`src/rtl/seqdet_ctrl.sv`:
```
`default_nettype none
// ============================================================================
// Module   : seqdet_ctrl
// Purpose  : Programmable serial pattern-detection controller. Holds a pattern
//            of 1..PAT_MAX bits. Runs detection over a qualified serial bit
//            stream and counts overlapping matches. A run ends on a match
//            target, on a bit budget, or on an abort.
// Ports    : clk, reset (sync, active-low)
//            cfg_valid/cfg_ready handshake with cfg_pattern, cfg_len,
//              cfg_target, cfg_budget
//            start, abort                 run control
//            din, din_valid               qualified serial input
//            match, match_cnt, bit_cnt    detection results
//            done, timeout, cfg_err       completion / error status
//            busy, state                  FSM visibility
// Revision : 1.0 - initial release
// ============================================================================
module seqdet_ctrl #(
  parameter int PAT_MAX = 8,
  parameter int CNT_W   = 8,
  parameter int BUD_W   = 16
) (
  input  logic               clk,
  input  logic               reset,
  input  logic               cfg_valid,
  output logic               cfg_ready,
  input  logic [PAT_MAX-1:0] cfg_pattern,
  input  logic [3:0]         cfg_len,
  input  logic [CNT_W-1:0]   cfg_target,
  input  logic [BUD_W-1:0]   cfg_budget,
  input  logic               start,
  input  logic               abort,
  input  logic               din,
  input  logic               din_valid,
  output logic               match,
  output logic [CNT_W-1:0]   match_cnt,
  output logic [BUD_W-1:0]   bit_cnt,
  output logic               done,
  output logic               timeout,
  output logic               cfg_err,
  output logic               busy,
  output logic [2:0]         state
);

  localparam logic [3:0] c_pat_max = 4'(PAT_MAX);

  typedef enum logic [2:0] {
    S_IDLE  = 3'b000,
    S_ARMED = 3'b001,
    S_RUN   = 3'b010,
    S_DONE  = 3'b011
  } state_t;

  state_t r_state;
  state_t w_state_next;

  // Configuration registers
  logic [PAT_MAX-1:0] r_pattern;
  logic [3:0]         r_len;
  logic [CNT_W-1:0]   r_target;
  logic [BUD_W-1:0]   r_budget;

  // Run registers
  logic [PAT_MAX-1:0] r_hist;
  logic [3:0]         r_fill;
  logic [CNT_W-1:0]   r_mcnt;
  logic [BUD_W-1:0]   r_bcnt;
  logic               r_match;
  logic               r_timeout;
  logic               r_cfg_err;

  // Combinational control / datapath
  logic               w_cfg_hs;
  logic               w_len_ok;
  logic               w_load_cfg;
  logic               w_cfg_bad;
  logic               w_start_run;
  logic               w_step;
  logic [PAT_MAX-1:0] w_mask;
  logic [PAT_MAX-1:0] w_hist_next;
  logic [3:0]         w_fill_next;
  logic               w_hit;
  logic [CNT_W-1:0]   w_mcnt_next;
  logic [BUD_W-1:0]   w_bcnt_next;
  logic               w_end_success;
  logic               w_end_timeout;

  // --------------------------------------------------------------------------
  // Compare mask: the low r_len bits of history and pattern take part.
  // --------------------------------------------------------------------------
  for (genvar gi = 0; gi < PAT_MAX; gi++) begin : g_mask
    assign w_mask[gi] = (4'(gi) < r_len);
  end

  // --------------------------------------------------------------------------
  // Handshake and run strobes
  // --------------------------------------------------------------------------
  assign w_cfg_hs    = cfg_valid && cfg_ready;
  assign w_len_ok    = (cfg_len != 4'd0) && (cfg_len <= c_pat_max);
  assign w_load_cfg  = w_cfg_hs && w_len_ok;
  assign w_cfg_bad   = w_cfg_hs && !w_len_ok;
  // Any config handshake in ARMED takes precedence over start.
  assign w_start_run = (r_state == S_ARMED) && start && !cfg_valid;
  // An abort discards the bit offered on the same edge.
  assign w_step      = (r_state == S_RUN) && !abort && din_valid;

  // --------------------------------------------------------------------------
  // Next-value datapath for a sampled bit
  // --------------------------------------------------------------------------
  assign w_hist_next = {r_hist[PAT_MAX-2:0], din};
  assign w_fill_next = (r_fill == c_pat_max) ? r_fill : (r_fill + 4'd1);
  assign w_hit       = (w_fill_next >= r_len) &&
                       ((w_hist_next & w_mask) == (r_pattern & w_mask));
  assign w_mcnt_next = (w_hit && (r_mcnt != '1)) ? (r_mcnt + 1'b1) : r_mcnt;
  assign w_bcnt_next = (r_bcnt != '1) ? (r_bcnt + 1'b1) : r_bcnt;

  // Reaching the target beats reaching the budget on the same bit.
  assign w_end_success = (r_target != '0) && (w_mcnt_next == r_target);
  assign w_end_timeout = !w_end_success && (r_budget != '0) &&
                         (w_bcnt_next == r_budget);

  // --------------------------------------------------------------------------
  // FSM: state register
  // --------------------------------------------------------------------------
  always_ff @(posedge clk) begin
    if (!reset) begin
      r_state <= S_IDLE;
    end else begin
      r_state <= w_state_next;
    end
  end

  // --------------------------------------------------------------------------
  // FSM: next state and state-decoded outputs
  // --------------------------------------------------------------------------
  always_comb begin
    w_state_next = r_state;
    cfg_ready    = 1'b0;
    busy         = 1'b0;
    done         = 1'b0;
    case (r_state)
      S_IDLE: begin
        cfg_ready = 1'b1;
        if (w_load_cfg) begin
          w_state_next = S_ARMED;
        end
      end
      S_ARMED: begin
        cfg_ready = 1'b1;
        if (w_start_run) begin
          w_state_next = S_RUN;
        end
      end
      S_RUN: begin
        busy = 1'b1;
        if (abort) begin
          w_state_next = S_ARMED;
        end else if (w_step && (w_end_success || w_end_timeout)) begin
          w_state_next = S_DONE;
        end
      end
      S_DONE: begin
        done         = 1'b1;
        w_state_next = S_ARMED;
      end
      default: begin
        w_state_next = S_IDLE;
      end
    endcase
  end

  // --------------------------------------------------------------------------
  // Configuration and run datapath registers
  // --------------------------------------------------------------------------
  always_ff @(posedge clk) begin
    if (!reset) begin
      r_pattern <= '0;
      r_len     <= '0;
      r_target  <= '0;
      r_budget  <= '0;
      r_hist    <= '0;
      r_fill    <= '0;
      r_mcnt    <= '0;
      r_bcnt    <= '0;
      r_match   <= 1'b0;
      r_timeout <= 1'b0;
      r_cfg_err <= 1'b0;
    end else begin
      r_match   <= w_step && w_hit;
      r_cfg_err <= w_cfg_bad;

      if (w_load_cfg) begin
        r_pattern <= cfg_pattern;
        r_len     <= cfg_len;
        r_target  <= cfg_target;
        r_budget  <= cfg_budget;
      end

      if (w_start_run) begin
        r_hist    <= '0;
        r_fill    <= '0;
        r_mcnt    <= '0;
        r_bcnt    <= '0;
        r_timeout <= 1'b0;
      end

      if (w_step) begin
        r_hist <= w_hist_next;
        r_fill <= w_fill_next;
        r_mcnt <= w_mcnt_next;
        r_bcnt <= w_bcnt_next;
        if (w_end_timeout) begin
          r_timeout <= 1'b1;
        end
      end
    end
  end

  // --------------------------------------------------------------------------
  // Output mapping
  // --------------------------------------------------------------------------
  assign state     = r_state;
  assign match     = r_match;
  assign match_cnt = r_mcnt;
  assign bit_cnt   = r_bcnt;
  assign timeout   = r_timeout;
  assign cfg_err   = r_cfg_err;

endmodule
`default_nettype wire

```
`config.mk`:
```
export PLATFORM = sky130hd
export DESIGN_NAME = seqdet_ctrl
export DESIGN_NICKNAME = d
export VERILOG_FILES = /design/src/rtl/seqdet_ctrl.sv
export SDC_FILE = /design/constraint.sdc
export NUM_CORES = 1
export LEC_CHECK = 0
export BUFFER_PORTS_ARGS = -buffer_cell sky130_fd_sc_hd__clkbuf_2
export CORE_UTILIZATION = 56
export DETAILED_ROUTE_END_ITERATION = 8
export PLACE_DENSITY = 0.8
export SETUP_SLACK_MARGIN = 0.15
export SYNTH_ARGS = -nofsm -noshare
export SYNTH_HDL_FRONTEND = slang
export SYNTH_SLANG_ARGS = --single-unit
export TNS_END_PERCENT = 1
```
`constraint.sdc`:
```
create_clock -name clk -period 7.4 [get_ports clk]
set_input_delay 0.37 -clock clk [delete_from_list [all_inputs] [get_ports clk]]
set_output_delay 0.37 -clock clk [all_outputs]
set_load 0.01 [all_outputs]
```
# ---- Word-level counts from Yosys, hierarchy flattened
# Index checks and enable logic that the tools add are counted.
dict set report word_totals {
  register_bits 77
  in_bits 43
  out_inout_bits 33
  elab_cells 87
}
dict set report classes {
  addsub 3
  n_lt_le_gt_ge 10
  n_eq_ne 12
  n_mux 21
  bitwise 2
  n_reduce_logical 27
}
# operator n
set op_table {}
lappend op_table {{two-way mux 16 bit} 3}
lappend op_table {{two-way mux 8 bit} 3}
lappend op_table {{adder 16 x 1 -> 16 bit, second input constant} 1}
lappend op_table {{AND 8 bit} 2}
lappend op_table {{== test 16 bit} 1}
lappend op_table {{== test 8 bit} 2}
lappend op_table {{< comparator 3 x 4 -> 1 bit, first input constant} 4}
lappend op_table {{!= test 16 bit, second input constant} 1}
lappend op_table {{nonzero test 16 bit} 1}
lappend op_table {{logical AND 1 bit} 15}
lappend op_table {{two-way mux 3 bit} 4}
lappend op_table {{two-way mux 4 bit} 3}
lappend op_table {{one-hot mux 3 bit (4 select lines)} 1}
lappend op_table {{adder 8 x 1 -> 8 bit, second input constant} 1}
lappend op_table {{< comparator 1 x 4 -> 1 bit, first input constant} 2}
lappend op_table {{< comparator 2 x 4 -> 1 bit, first input constant} 2}
lappend op_table {{!= test 8 bit, second input constant} 1}
lappend op_table {{nonzero test 8 bit} 1}
lappend op_table {{two-way mux 7 bit} 1}
lappend op_table {{== test 3 x 2 -> 1 bit, second input constant} 2}
lappend op_table {{two-way mux 1 bit} 6}
lappend op_table {{adder 4 x 1 -> 4 bit, second input constant} 1}
lappend op_table {{== test 4 bit, second input constant} 1}
lappend op_table {{greater-or-equal comparator 4 bit} 1}
lappend op_table {{other kinds (11)} 15}

# ---- Logic depth before layout (Yosys ltp)
dict set report depth {
  ltp_word 16
  mapped_depth 15
  ltp_nobuf 14
}

# ---- Worst setup path after synthesis
# OpenSTA, ideal clock, no wires.
dict set report synth_path {
  kind {register -> register}
  start {register r_fill[0]}
  end {register r_timeout (netlist: timeout)}
  setup_time_ns 0.117
  arrival_time_ns 2.904
  t_required_ns 7.283
  slack_ns 4.379
  path_stages_with_launch 15
  n_path_buf 0
  synth_period_minus_slack_ns 3.021
  cell_sequence {dfxtp_1 -> inv_1 -> ha_1 -> nand2_1 -> nor2_1 -> xnor2_1 -> ha_1 -> nand2b_1 -> a2111oi_0 -> and4bb_2 -> and3_1 -> nor4_1 -> o221a_1 -> nand4_1 -> a32o_1}
}
dict set report synth_via {
  elab_chain_cells 13
  elab_cells_between_ends 14
  cone_classes {add/sub (1); order compare (1); eq/ne (2); mux (4); reduce/logical (6)}
}
# element line_no
set synth_lines {}
lappend synth_lines {{start: declaration} 65} ;# logic [3:0] r_fill;
lappend synth_lines {{start signal: assignment} 209} ;# r_fill <= w_fill_next;
lappend synth_lines {{adder 4 x 1 -> 4 bit / == test 4 bit (equally long branches)} 111} ;# assign w_fill_next = (r_fill == c_pat_max) ? r_fill : (r_fill + 4'd1);
lappend synth_lines {{two-way mux 4 bit *} 111}
lappend synth_lines {{greater-or-equal comparator 4 bit *} 112} ;# assign w_hit = (w_fill_next >= r_len) &&
lappend synth_lines {{logical AND 1 bit *} 112}
lappend synth_lines {{logical AND 1 bit *} 114} ;# assign w_mcnt_next = (w_hit && (r_mcnt != '1)) ? (r_mcnt + 1'b1) : r_mcnt;
lappend synth_lines {{two-way mux 8 bit *} 114}
lappend synth_lines {{== test 8 bit *} 118} ;# assign w_end_success = (r_target != '0) && (w_mcnt_next == r_target);
lappend synth_lines {{logical AND 1 bit *} 118}
lappend synth_lines {{logical NOT 1 bit *} 119} ;# assign w_end_timeout = !w_end_success && (r_budget != '0) &&
lappend synth_lines {{logical AND 1 bit * (2 in a row)} 119}
lappend synth_lines {{two-way mux 1 bit *} 212} ;# if (w_end_timeout) begin
lappend synth_lines {{two-way mux 1 bit *} 207} ;# if (w_step) begin
lappend synth_lines {{end signal: assignment} 186} ;# r_timeout <= 1'b0;
lappend synth_lines {{end signal: assignment} 204} ;# r_timeout <= 1'b0;
lappend synth_lines {{end signal: assignment} 213} ;# r_timeout <= 1'b1;
lappend synth_lines {{end: declaration} 69} ;# logic r_timeout;
# Every way passes the cells marked *; elsewhere a longest branch is shown, timed or not.
# A chain may end at the register's enable or synchronous reset.

# ---- Worst setup path after layout
# Same ends and word-level chain as after synthesis.

==> results.cfg <==
[setup_path]
path_class = flop to flop
required_ps = 7650
start_kind = flop
endpoint_kind = flop
crit_chain = inv_1 > ha_1 > nand2_1 > nor2_1 > xnor2_1 > ha_1 > nand2b_1 > a2111oi_0 > and4bb_2 > and2_1 > nor2_1 > a2bb2oi_1 > nand4_1 > a32o_1
cp_slowest_cell = a2111oi_0
arrival_ps = 3600
cp_max_fo = 10
critPathMaxStageDelay_ps = 490

[synth]
synth_area_per_cell_um2 = 7.74
synth_edf_count = 0
async_flop_share_pct = 0
netlist-cell-type-count = 58
synth_fp_nets = 600
syn_area_mm2 = 0.00425
ys_ff_latch = 76
synth_ff_type = dfxtp_1
ys_warn_count = 0
ys_seq_area_share_pct = 35.8
syn_inst = 549

[routing]
antenna_left = 0
viasPerCell = 6.03
totalWireLength_mm = 11.3
route.detailed.drc = 0
drt_iter0_drc = 317
wl_per_cell_um = 15.8
vias = 4290
dr.pass1.iters = 6

[timing]
slew_viol_final = 0
timing.hold.ws_ps = 220
rsz0062_at_grt = false
post-route-period-util_pct = 45.3
worst_pin_slew_ps = 1230
fin_skew_ps = 15.6
totalNegativeSetupSlack_ps = 0
max_freq_mhz = 299
finalCriticalPeriod_ps = 3350
setup_violations = 0
finalHoldViolations = 0
slew_headroom_pct = 18.0

[floorplan]
die_area_mm2 = 0.00794
die_y_um = 89.1
start_util_pct = 58.2
ios = 76
core-area_mm2 = 0.00729
die_x_um = 89.1
rows = 31

[power]
p_total_mw = 0.852
power.density_mw_per_mm2 = 176
total_leakage_power_nw = 1.87
ir_drop_mv = 0.122

[global_route]
grt_pass1_vias = 3792
antenna_found_initial = 0
grt_pass1_wl_mm = 18.3
grt_max_degree = 47
grt_overflow = 0
track_usage_pct = 30.0

[clocking]
hold_buffers = 0
post_cts.repair.setup_buffers = 0
cts_tree = built
cts-buffers-inserted = 9
htreeDepth = 3
clkTransAtPathRegs_ps = 90
cts_buffer_depth = 2
clock_latency_ps = 360
root_buffer = clkbuf_8
cts_sinks = 76
postCtsResizedCells = 0

[place]
routabilityCongestion = 0.948
dpl_cell_area_mm2 = 0.00464
hpwl_mm = 8.18
placed_cells = 696
port_buffers = 74

[job]
max-cap-violations = 0

[cells_and_area]
final_cells = 712
multi_input_area_mm2 = 0.00255
postLayoutCellArea_mm2 = 0.00483
seq_area_mm2 = 0.00152
nFillCells = 677
area.growth.synth_to_final_pct = 13.7
drive_gt1_share_pct = 17.3
antenna_cells = 0
final_nets = 659

[hold_path]
hold_class = input pin to flop

[outcome]
status = finished clean
==> worst max-delay path, delay by kind of cell, from the launching register on <==
family	cells	cell delay, ps
AND/OR/NAND/NOR	7	1330
AO/OA/AOI/OAI	3	940
adder cells (fa/ha/maj)	2	390
flip-flops	1	350
XOR/XNOR	1	150
buffers and inverters	1	100
==> report_power, final <==
| group | switching, mW | total, mW | leakage (nW) | internal, mW |
|---|---|---|---|---|
| clock | 0.162 | 0.318 | 0.0962 | 0.156 |
| sequential | 0.0148 | 0.435 | 0.617 | 0.420 |
| combinational | 0.0574 | 0.0987 | 1.16 | 0.0413 |
| total | 0.234 | 0.852 | 1.87 | 0.618 |
==> stage by stage <==
stage	util (%)	worst slack (ps)
4_1_cts	66.2	4080
3_5_place_dp	63.6	4050
5_1_grt	66.2	3730
3_3_place_gp	63.6	4170
6_report	66.2	4050
2_1_floorplan	-	4380
==> area by class of cell <==
class                   instances  share of cell area [%]
flip-flops and latches         76                    31.5
clock inverters                 6                    1.35
well taps                      99                    2.56
inverters                      14                    1.09
clock buffers                  10                    2.64
multi-input cells             430                    52.7
repair buffers                 77                    8.13
==> final timing paths <==
kind,from,end,slack (ps),depth (start not counted)
worst max-delay path,r_fill[0],timeout,4050,14
worst min-delay path,cfg_target[4],r_target[4],220,3
worst max register to register,r_fill[0],timeout,4050,14
worst min register to register,r_pattern[2],r_pattern[2],480,2
==> kinds of logic (layout without fill, tap and decap cells) <==
family	count (synthesis)	in the layout	synth area share (%)
compound gates	141	141	20.7
xor+xnor	40	40	8.25
fa+ha+maj	8	8	2.36
buf+inv	43	107	4.21
flops	76	76	35.8
mux	5	5	1.18
other cells	1	1	0.0883
simple gates	235	235	27.4
==> sequential cells by signal, indices dropped and copies added (netlist names) <==
register	flops
r_target	8
state	2
r_budget	16
cfg_err	1
bit_cnt	16
match_cnt	8
r_fill	4
timeout	1
r_pattern	8
r_hist	7
match	1
r_len	4
==> placed cells by master (no fill, tap or decap), types with 10 or more instances in the layout <==
cell type,instances
nand2_1,102
dfxtp_1,76
clkbuf_2,74
a21oi_1,63
xnor2_1,30
nor2_1,29
o21ai_0,25
nand3_1,18
nor3_1,16
inv_1,13
nor4_1,13
nand2b_1,12
and3_1,11
xor2_1,10
==> synthesized netlist by cell type, types with 2 or more instances <==
library cell	instances	area [um2]
nand4_2	2	25.0
nand3_2	2	20.0
and3_1	11	68.8
inv_1	13	48.8
o221ai_1	2	17.5
nor4_1	13	81.3
o211ai_1	3	22.5
o22ai_1	3	18.8
o2111ai_1	2	17.5
nor2b_1	2	12.5
o21a_1	2	15.0
xnor2_1	30	263
nand4_1	8	50.1
a311o_1	2	20.0
ha_1	8	100
nand2_1	102	383
or3_1	6	37.5
dfxtp_1	76	1520
mux2i_1	5	50.1
a22o_1	9	78.8
nor3_1	16	80.1
buf_2	8	40.0
buf_4	2	15.0
a32o_1	3	30.0
o31ai_1	5	37.5
xor2_1	10	87.6
clkbuf_1	18	67.6
a21o_1	2	15.0
o21ai_0	25	125
nand3_1	18	90.1
nor2_1	29	109
a2111oi_0	2	17.5
and2_1	3	18.8
o41ai_1	3	26.3
o211a_1	2	20.0
and4_1	2	17.5
a21oi_1	63	315
nand2b_1	12	75.1
a31oi_1	6	37.5
==> routing by layer <==
layer | wire length [um] | vias to the layer above | GRT usage [%]
met3 | 880 | 20 | 4.62
met2 | 4970 | 189 | 46.0
met4 | 165 | 0 | 9.96
li1 | - | 2071 | -
met1 | 5260 | 2010 | 43.1
met5 | 0 | - | 0
Note: power is estimated with default switching activity, not from simulation.
